--- src/rtl/life_pkg.sv ---
// ---------------------------------------------------------------------------
// life_pkg
// Shared definitions for the generation-update path of the cellular
// automaton: the neighbour bit positions inside a 3x3 neighbourhood, the
// neighbourhood vector type handed to the ones counter and the rule stage,
// the window streamer FSM encoding, and the grid-edge masking helper.
// ---------------------------------------------------------------------------
package life_pkg;

    // Bit positions of the eight neighbours inside neighbourhood_t.
    localparam int NB_NW = 0;
    localparam int NB_N  = 1;
    localparam int NB_NE = 2;
    localparam int NB_W  = 3;
    localparam int NB_E  = 4;
    localparam int NB_SW = 5;
    localparam int NB_S  = 6;
    localparam int NB_SE = 7;

    typedef logic [7:0] neighbourhood_t;

    typedef enum logic [1:0] {
        ST_FILL  = 2'd0,
        ST_RUN   = 2'd1,
        ST_FLUSH = 2'd2
    } stream_state_e;

    // Clears every neighbour that lies outside the grid. The window register
    // holds stale or wrapped-around data at the edges, so all four sides are
    // masked from the emit position rather than trusting the buffered bits.
    function automatic neighbourhood_t mask_window(
        input neighbourhood_t raw,
        input logic           at_west,
        input logic           at_east,
        input logic           at_north,
        input logic           at_south
    );
        neighbourhood_t m;
        m[NB_NW] = raw[NB_NW] & ~at_west & ~at_north;
        m[NB_N]  = raw[NB_N]             & ~at_north;
        m[NB_NE] = raw[NB_NE] & ~at_east & ~at_north;
        m[NB_W]  = raw[NB_W]  & ~at_west;
        m[NB_E]  = raw[NB_E]  & ~at_east;
        m[NB_SW] = raw[NB_SW] & ~at_west & ~at_south;
        m[NB_S]  = raw[NB_S]             & ~at_south;
        m[NB_SE] = raw[NB_SE] & ~at_east & ~at_south;
        return m;
    endfunction

endpackage

--- src/rtl/cell_line_buffer.sv ---
// ---------------------------------------------------------------------------
// cell_line_buffer
// DEPTH-deep, 1-bit shift register holding one grid row of cell states.
// While shift_en is high a new bit enters at din; dout always shows the bit
// that entered DEPTH shifts ago, i.e. the cell one row above the one at din.
//
// Ports:
//   clk      - rising-edge clock
//   rst      - asynchronous active-high reset, clears the row to dead cells
//   shift_en - advance the row by one cell
//   din      - cell state entering the row
//   dout     - cell state leaving the row (DEPTH shifts old)
// ---------------------------------------------------------------------------
module cell_line_buffer #(
    parameter int DEPTH = 16
) (
    input  logic clk,
    input  logic rst,
    input  logic shift_en,
    input  logic din,
    output logic dout
);

    logic [DEPTH-1:0] sr_q;
    logic [DEPTH-1:0] sr_d;

    // Next row contents: shift one cell in when enabled, otherwise hold.
    always_comb begin
        if (shift_en) begin
            sr_d = {sr_q[DEPTH-2:0], din};
        end else begin
            sr_d = sr_q;
        end
    end

    // Row storage.
    always_ff @(posedge clk or posedge rst) begin
        if (rst) begin
            sr_q <= {DEPTH{1'b0}};
        end else begin
            sr_q <= sr_d;
        end
    end

    assign dout = sr_q[DEPTH-1];

endmodule

--- src/rtl/neighbourhood_window_streamer.sv ---
// ---------------------------------------------------------------------------
// neighbourhood_window_streamer
// Turns a raster-ordered stream of cell states into a stream of 3x3
// neighbourhoods, one output beat per cell, in the same raster order.
// Off-grid neighbours read as dead; there is no wrap-around.
//
// Ports:
//   clk        - rising-edge clock
//   rst        - asynchronous active-high reset, abandons any frame
//   cell_in    - current-generation cell state (input stream)
//   in_valid   - cell_in is valid
//   in_ready   - cell_in is accepted this cycle
//   window_out - eight neighbour bits, positions from life_pkg NB_*
//   center_out - state of the cell being emitted
//   out_last   - marks the bottom-right cell of the frame
//   out_valid  - output beat valid
//   out_ready  - downstream accepts the beat
//
// Data path: the incoming cell is the SE neighbour of the cell being
// emitted. Two chained line buffers deliver the cells one and two rows
// above it, and those three bits form the new east column of the window.
// The output register is loaded from the post-shift window, giving the
// one-cycle registered latency after the enabling input beat.
// ---------------------------------------------------------------------------
module neighbourhood_window_streamer
    import life_pkg::*;
#(
    parameter int GRID_W = 16,
    parameter int GRID_H = 16
) (
    input  logic           clk,
    input  logic           rst,
    input  logic           cell_in,
    input  logic           in_valid,
    output logic           in_ready,
    output neighbourhood_t window_out,
    output logic           center_out,
    output logic           out_last,
    output logic           out_valid,
    input  logic           out_ready
);

    localparam int XW = (GRID_W > 1) ? $clog2(GRID_W) : 1;
    localparam int YW = (GRID_H > 1) ? $clog2(GRID_H) : 1;
    localparam int FW = $clog2(GRID_W + 1);

    localparam logic [XW-1:0] X_LAST    = XW'(GRID_W - 1);
    localparam logic [XW-1:0] X_PRE     = XW'(GRID_W - 2);
    localparam logic [YW-1:0] Y_LAST    = YW'(GRID_H - 1);
    localparam logic [YW-1:0] Y_PRE     = YW'(GRID_H - 2);
    localparam logic [FW-1:0] FILL_LAST = FW'(GRID_W);

    stream_state_e  state_q, state_d;
    logic [FW-1:0]  fill_cnt_q, fill_cnt_d;
    logic [XW-1:0]  x_q, x_d;
    logic [YW-1:0]  y_q, y_d;
    // Window rows: bit 2 = west column, bit 1 = centre column, bit 0 = east.
    logic [2:0]     win_top_q, win_top_d;
    logic [2:0]     win_mid_q, win_mid_d;
    logic [2:0]     win_bot_q, win_bot_d;
    logic           out_valid_q, out_valid_d;
    neighbourhood_t window_q, window_d;
    logic           center_q, center_d;
    logic           last_q, last_d;

    logic           in_ready_s;
    logic           shift_s;
    logic           load_s;
    logic           take_s;
    logic           shift_din_s;
    logic           lb0_out_s;
    logic           lb1_out_s;
    logic           at_west_s;
    logic           at_east_s;
    logic           at_north_s;
    logic           at_south_s;
    neighbourhood_t raw_s;

    // Row y (one row above the incoming cell).
    cell_line_buffer #(.DEPTH(GRID_W)) u_line_cur (
        .clk      (clk),
        .rst      (rst),
        .shift_en (shift_s),
        .din      (shift_din_s),
        .dout     (lb0_out_s)
    );

    // Row y-1 (two rows above the incoming cell).
    cell_line_buffer #(.DEPTH(GRID_W)) u_line_prev (
        .clk      (clk),
        .rst      (rst),
        .shift_en (shift_s),
        .din      (lb0_out_s),
        .dout     (lb1_out_s)
    );

    assign take_s     = out_valid_q & out_ready;
    assign at_west_s  = (x_q == {XW{1'b0}});
    assign at_east_s  = (x_q == X_LAST);
    assign at_north_s = (y_q == {YW{1'b0}});
    assign at_south_s = (y_q == Y_LAST);

    // Handshake decode: when the pipeline advances and when a beat is loaded.
    // During FLUSH dead cells are injected and loading stops once the last
    // beat sits in the output register.
    always_comb begin
        in_ready_s  = 1'b0;
        shift_s     = 1'b0;
        load_s      = 1'b0;
        shift_din_s = cell_in;
        case (state_q)
            ST_FILL: begin
                in_ready_s = 1'b1;
                shift_s    = in_valid;
            end
            ST_RUN: begin
                in_ready_s = ~out_valid_q | out_ready;
                shift_s    = in_valid & in_ready_s;
                load_s     = shift_s;
            end
            ST_FLUSH: begin
                shift_din_s = 1'b0;
                load_s      = (~out_valid_q | out_ready) & ~(out_valid_q & last_q);
                shift_s     = load_s;
            end
            default: begin
                shift_din_s = 1'b0;
            end
        endcase
    end

    // Window shift: new east column is {row y-1, row y, incoming cell}.
    always_comb begin
        if (shift_s) begin
            win_top_d = {win_top_q[1:0], lb1_out_s};
            win_mid_d = {win_mid_q[1:0], lb0_out_s};
            win_bot_d = {win_bot_q[1:0], shift_din_s};
        end else begin
            win_top_d = win_top_q;
            win_mid_d = win_mid_q;
            win_bot_d = win_bot_q;
        end
    end

    // Raw neighbourhood taken from the post-shift window.
    always_comb begin
        raw_s        = 8'h00;
        raw_s[NB_NW] = win_top_d[2];
        raw_s[NB_N]  = win_top_d[1];
        raw_s[NB_NE] = win_top_d[0];
        raw_s[NB_W]  = win_mid_d[2];
        raw_s[NB_E]  = win_mid_d[0];
        raw_s[NB_SW] = win_bot_d[2];
        raw_s[NB_S]  = win_bot_d[1];
        raw_s[NB_SE] = win_bot_d[0];
    end

    // Output register: load a new beat, retire a taken beat, or hold.
    always_comb begin
        out_valid_d = out_valid_q;
        window_d    = window_q;
        center_d    = center_q;
        last_d      = last_q;
        if (load_s) begin
            out_valid_d = 1'b1;
            window_d    = mask_window(raw_s, at_west_s, at_east_s, at_north_s, at_south_s);
            center_d    = win_mid_d[1];
            last_d      = at_east_s & at_south_s;
        end else if (take_s) begin
            out_valid_d = 1'b0;
        end else begin
            out_valid_d = out_valid_q;
        end
    end

    // Emit position counters advance with every loaded beat and wrap per frame.
    always_comb begin
        x_d = x_q;
        y_d = y_q;
        if (load_s) begin
            if (at_east_s) begin
                x_d = {XW{1'b0}};
                if (at_south_s) begin
                    y_d = {YW{1'b0}};
                end else begin
                    y_d = y_q + YW'(1);
                end
            end else begin
                x_d = x_q + XW'(1);
            end
        end else begin
            x_d = x_q;
        end
    end

    // FSM next state. The final input of the frame is the one that loads the
    // beat at (GRID_W-2, GRID_H-2), so RUN ends on that accept.
    always_comb begin
        state_d    = state_q;
        fill_cnt_d = fill_cnt_q;
        case (state_q)
            ST_FILL: begin
                if (shift_s) begin
                    if (fill_cnt_q == FILL_LAST) begin
                        fill_cnt_d = {FW{1'b0}};
                        state_d    = ST_RUN;
                    end else begin
                        fill_cnt_d = fill_cnt_q + FW'(1);
                    end
                end else begin
                    fill_cnt_d = fill_cnt_q;
                end
            end
            ST_RUN: begin
                if (shift_s && (x_q == X_PRE) && (y_q == Y_PRE)) begin
                    state_d = ST_FLUSH;
                end else begin
                    state_d = ST_RUN;
                end
            end
            ST_FLUSH: begin
                if (take_s && last_q) begin
                    state_d = ST_FILL;
                end else begin
                    state_d = ST_FLUSH;
                end
            end
            default: begin
                state_d    = ST_FILL;
                fill_cnt_d = {FW{1'b0}};
            end
        endcase
    end

    // All state of the block.
    always_ff @(posedge clk or posedge rst) begin
        if (rst) begin
            state_q     <= ST_FILL;
            fill_cnt_q  <= {FW{1'b0}};
            x_q         <= {XW{1'b0}};
            y_q         <= {YW{1'b0}};
            win_top_q   <= 3'b000;
            win_mid_q   <= 3'b000;
            win_bot_q   <= 3'b000;
            out_valid_q <= 1'b0;
            window_q    <= 8'h00;
            center_q    <= 1'b0;
            last_q      <= 1'b0;
        end else begin
            state_q     <= state_d;
            fill_cnt_q  <= fill_cnt_d;
            x_q         <= x_d;
            y_q         <= y_d;
            win_top_q   <= win_top_d;
            win_mid_q   <= win_mid_d;
            win_bot_q   <= win_bot_d;
            out_valid_q <= out_valid_d;
            window_q    <= window_d;
            center_q    <= center_d;
            last_q      <= last_d;
        end
    end

    assign in_ready   = in_ready_s;
    assign out_valid  = out_valid_q;
    assign window_out = window_q;
    assign center_out = center_q;
    assign out_last   = last_q;

endmodule

--- config.mk ---
export PLATFORM = sky130hd
export DESIGN_NAME = neighbourhood_window_streamer
export DESIGN_NICKNAME = d
export VERILOG_FILES = /design/src/rtl/life_pkg.sv /design/src/rtl/cell_line_buffer.sv /design/src/rtl/neighbourhood_window_streamer.sv
export SDC_FILE = /design/constraint.sdc
export NUM_CORES = 1
export LEC_CHECK = 0
export CAP_MARGIN = 10
export CELL_PAD_IN_SITES_DETAIL_PLACEMENT = 1
export CELL_PAD_IN_SITES_GLOBAL_PLACEMENT = 1
export CORE_AREA = 2 2 91 93
export CTS_CLUSTER_SIZE = 40
export DETAILED_ROUTE_END_ITERATION = 10
export DIE_AREA = 0 0 93 95
export DONT_BUFFER_PORTS = 1
export PLACE_DENSITY_LB_ADDON = 0.1
export SLEW_MARGIN = 40
export SYNTH_ARGS = -nofsm -noshare
export SYNTH_HDL_FRONTEND = slang
export SYNTH_SLANG_ARGS = --single-unit
--- constraint.sdc ---
create_clock -name clk -period 2.14 [get_ports clk]
set_clock_uncertainty 0.05 [all_clocks]
set_input_delay 0.214 -clock clk [delete_from_list [all_inputs] [get_ports clk]]
set_output_delay 0.214 -clock clk [all_outputs]
set_load 0.02 [all_outputs]
# == After elaboration in Yosys (flattened, before gate mapping) ==
# Cells that the tools add are included.
# totals
regBits,67
input_bits,5
out_inout_bits,12
wordCells,81
# op_classes
addsub,3
n_eq_ne,9
mux,19
n_bitwise,25
reduce_logical,12
# op_table
cell,n
$and 1x1->1,17
$eq 4x4->1 const B,4
$mux 5,2
$pmux 5 s2,1
$mux 3,3
$add 4x1->4 const B,2
$logic_not 4->1,2
$mux 2,4
$mux 4,2
$not 1->1,7
$pmux 2 s3,1
$reduce_and 2->1,3
$add 5x1->5 const B,1
$eq 5x5->1 const B,1
$ne 2x2->1 const B,2
$pmux 1 s2,2
$reduce_or 2->1,2
$logic_and 1x1->1,3
$mux 1,3
$pmux 1 s3,1
$eq 2x1->1 const B,1
$eq 2x2->1 const B,1
$logic_not 2->1,1
$reduce_bool 2->1,1
$or 1x1->1,1

# == Depth between registers and ports, before layout ==
# logic_depth
depth_word,8
mapped_depth,10
mapped_depth_nobuf,7

# == Modules after synthesis ==
# Synthesis repeated with hierarchy kept, for this count alone.
# hier_totals
hier_cells,243
hier_area_um2,3116.7
# modules_own_cells
module,instances,cells_per_inst,area_per_inst_um2
neighbourhood_window_streamer,1,173,1810.5
cell_line_buffer,2,35,653.1

# == Least setup slack after synthesis ==
# No wires, ideal clock.
# synth_timing
path_type,register to register
start,register state_q[1]
end,register u_line_prev.sr_q[10]
setup_ns,0.125
t_arrival_ns,1.819
path_slack_ns,0.146
path_stages_with_launch,9
path_buffers,3
synth_period_minus_slack_ns,1.994
path_cell_list,dfrtp_1 inv_1 ha_1 a21o_1 a31o_1 buf_6 buf_6 buf_6 mux2_4
# synth_via
elab_chain_cells,2
# synth_rtl
element,line,source
from (decl),neighbourhood_window_streamer.sv:53,"stream_state_e state_q, state_d;"
from (signal assigned),neighbourhood_window_streamer.sv:250,state_q <= state_d;
"$eq 2x2->1, or another cell as far along",neighbourhood_window_streamer.sv:111,case (state_q)
$pmux 1 s3 *,neighbourhood_window_streamer.sv:111,
to (signal assigned),cell_line_buffer.sv:39,sr_q <= {DEPTH{1'b0}};
to (signal assigned),cell_line_buffer.sv:41,sr_q <= sr_d;
to (decl),cell_line_buffer.sv:24,logic [DEPTH-1:0] sr_q;
# Mark *: on every way between the ends. The rest lies on a longest branch, timed or not.
# A chain may end at the register's enable or synchronous reset.

# == Worst setup path in the final report ==
# layout_timing
start,register state_q[0]
end,register fill_cnt_q[3]
# layout_via
elab_chain_cells,4
# layout_rtl
element,line,source
"$eq 2x2->1, or another cell as far along","neighbourhood_window_streamer.sv:111, neighbourhood_window_streamer.sv:201",
$pmux 1 s3 or $reduce_or 2->1 (tied branches),n/a,
$ne 2x2->1 (no line) or $not 1->1 (tied branches),n/a,
$reduce_and 2->1 (no line),n/a,
to (signal assigned),neighbourhood_window_streamer.sv:239,fill_cnt_q <= {FW{1'b0}};
to (signal assigned),neighbourhood_window_streamer.sv:251,fill_cnt_q <= fill_cnt_d;
to (decl),neighbourhood_window_streamer.sv:54,"logic [FW-1:0] fill_cnt_q, fill_cnt_d;"
# Several ways; a longest one is shown, not always the timed one.

==> results.yml <==
critical_path:
  start_kind: "flop"
  crit_top_cell: "nor2_1"
  path_max_fanout: 6
  critical_path_arrival_ns: 2.17
  worstPathCellList: "inv_1, ha_1, nor2_1, a311o_2, a2111oi_4, xnor2_1, nor2_1"
  critPathMaxStageDelay_ns: 0.43
  r2r_cells: 7
  slowest_stage: "a311o_2"
  critPathKind: "reg2reg"
  end_kind: "flop"
  required_ns: 2.33
route:
  wire_per_inst_um: 15.6
  ant_nets: 0
  wl_met3_um: 210
  wl_met1_um: 2780
  drc: 0
  drt_iter0_drc: 91
  dr.max_layer_used: "met4"
  routed_wl_um: 5860
  dr_wl_met2_um: 2730
  vias: 1855
  drt-pass1-iter-count: 4
  viasPerCell: 4.95
layout:
  drive_gt1_share_pct: 29.3
  area_growth_pct: 15.8
  num-fill-cells: 854
  antenna_cells: 0
  final_cell_mix: "dfrtp_1 (67), mux2_2 (33), nand2_1 (19)"
  final_core_util_pct: 44.5
  layout_commonest_cell: "dfrtp_1"
  nNetsFinal: 282
synth:
  netlist_area_mm2: 0.00305
  synth_nets: 262
  netlist.area_leader.share_pct: 55.0
  ys_types: 37
  synth-edff-count: 0
  synth_seq_cells: 67
  synthTopCellsByArea: "dfrtp_1 (55%), mux2_2 (12%), ha_1 (4.9%), mux2_4 (3.9%), nand2_1 (2.3%)"
  ys_seq_area_share_pct: 55.0
  synth_area_per_cell_um2: 12.4
  synth-main-ff-cell: "dfrtp_1"
  yosys_warnings: 0
  synth_top_area_cell: "dfrtp_1"
  syn_inst: 245
  synthArstFlopShare_pct: 100
timing:
  grt_setup_unrepaired: "false"
  fin_tns_setup_ns: 0
  max_freq_mhz: 505
  min_period_over_period_pct: 92.6
  drv_slew: 0
  worst_pin_slew_ns: 0.436
  hold_viol_final: 0
  setup_viol: 0
  relSlewSlack_pct: 70.9
  fin_crit_ns: 1.98
cts:
  cts_tree: "yes"
  cts_root_buf: "clkbuf_8"
  cts.sinks: 67
  cts_max_level: 3
  numCtsBuffers: 9
  clk_latency_ns: 0.36
  cts.path.max_buffers: 2
  clkTransAtPathRegs_ns: 0.08
pwr:
  clkPwrFrac_pct: 23.7
  swShare_pct: 34.5
  comb_power_share_pct: 33.8
  power_switching_uw: 1750
  p_int_uw: 3330
  p_seq_share_pct: 42.5
  power_density_mw_per_mm2: 1440
  ir_drop_mv: 0.570
  leakagePower_uw: 0.00171
floorplan:
  rows: 33
  start_util_pct: 38.4
  core_area_mm2: 0.00793
  dieArea_mm2: 0.00884
  fp.dieH_um: 95
  io_pins: 17
  die_w_um: 93
run:
  drv_cap: 0
outcome:
  status: "completed"
place:
  hpwl_um: 4030
  numPortBuffers: 0
  place.gp.congestion: 0.777
global_route:
  grt_util_all_layers_pct: 15.2
  grt_pass1_vias: 2011
  antenna_found_initial: 0
  grt_pass1_wl_um: 10100
  grt-ovfl-total: 0
  grt_max_degree: 51
min_path:
  whs_path_depth: 2
  worstHoldPathType: "in2reg"
worst max-delay path: cells and delay by family, from the launching register on:
family	cells	cell delay, ns
compound gates	2	0.82
flops	1	0.42
fa+ha+maj	1	0.21
xor+xnor	1	0.16
buf+inv	1	0.11
simple gates	2	0.10
layout make-up:
cell class | count | area (um2) | area share, %
Clock buffer | 9 | 124 | 3.51
Clock inverter | 7 | 98.8 | 2.80
Inverter | 18 | 67.6 | 1.91
Multi-Input combinational cell | 152 | 1270 | 36.1
Sequential cell | 67 | 1680 | 47.5
Tap cell | 105 | 131 | 3.72
Timing Repair Buffer | 17 | 155 | 4.40
synth_stat cells, types with 2 or more instances:
library cell,count
inv_1,18
a22o_1,8
and2_1,2
a21o_1,2
a21oi_1,9
xnor2_1,3
nand2b_1,4
nand4_1,2
nor2_1,11
dfrtp_1,67
nand2_1,19
ha_1,12
buf_6,3
mux2_2,33
o31ai_1,3
nand3_1,7
clkbuf_1,2
mux2_4,8
mux2i_1,3
o21ai_0,10
buf_2,3
flip-flops by register name, indices dropped and copies added (netlist names):
register          cells
center_out            1
fill_cnt_q            5
out_last              1
out_valid             1
state_q               2
u_line_cur.sr_q      16
u_line_prev.sr_q     16
win_bot_q             3
win_mid_q             3
win_top_q             3
window_out            8
x_q                   4
y_q                   4
logic make-up (layout without fill, tap and decap cells):
kind of cell | Yosys count | in the layout | share of synthesized area (%)
flops | 67 | 67 | 55.0
simple gates | 51 | 51 | 7.96
mux | 44 | 44 | 17.1
compound gates | 41 | 41 | 9.77
buf+inv | 26 | 51 | 4.06
fa+ha+maj | 12 | 12 | 4.93
xor+xnor | 4 | 4 | 1.15
stage by stage:
step | area, um2 | total power (uW) | worst slack, ns | cells | hold slack, ns
final | 3530 | 5080 | 0.159 | 375 | 0.0532
after CTS | 3510 | 5130 | 0.112 | 375 | 0.0259
after floorplan | 3050 | 3440 | 0.146 | 245 | 0.355
after detailed placement | 3270 | 3910 | 0.114 | 358 | 0.0869
after global placement | 3270 | 3860 | 0.138 | 358 | 0.0845
after global routing | 3530 | 5460 | 0.00269 | 375 | 0.0527
path summary, 6_finish.rpt:
kind	start	endpoint	slack (ns)
worst max register to register	state_q[0]$_DFFE_PP0P_	fill_cnt_q[3]$_DFFE_PP0P_	0.16
worst min register to register	u_line_cur.sr_q[9]$_DFFE_PP0N_	u_line_cur.sr_q[10]$_DFFE_PP0N_	0.45
worst max-delay path	state_q[0]$_DFFE_PP0P_	fill_cnt_q[3]$_DFFE_PP0P_	0.16
min in group asynchronous	rst	fill_cnt_q[2]$_DFFE_PP0P_	0.26
max in group asynchronous	rst	win_top_q[0]$_DFF_PP0_	1.16
worst min-delay path	out_ready	out_valid$_DFFE_PP0P_	0.05
per-layer routing:
layer | vias to the layer above | track usage [%]
met5 | - | 0
met4 | 0 | 8.82
met3 | 11 | 3.83
met2 | 19 | 22.8
met1 | 933 | 19.9
li1 | 892 | -
what timing repair did:
action | in CTS | in global routing
setup buffers | 0 | 0
endpoints found under the setup margin | 0 | 43
hold buffers | 1 | 0
resized for setup | 0 | 3
hold endpoints to repair | 17 | 0
power by group through the flow:
stage               Sequential [uW]  Combinational (uW)  Clock, uW
global route                   2240                1930       1290
floorplan                      2070                1360          0
finish                         2160                1710       1200
global placement               2180                1690          0
detailed placement             2190                1720          0
CTS                            2170                1730       1240
Note: power is estimated with default switching activity, not from simulation.
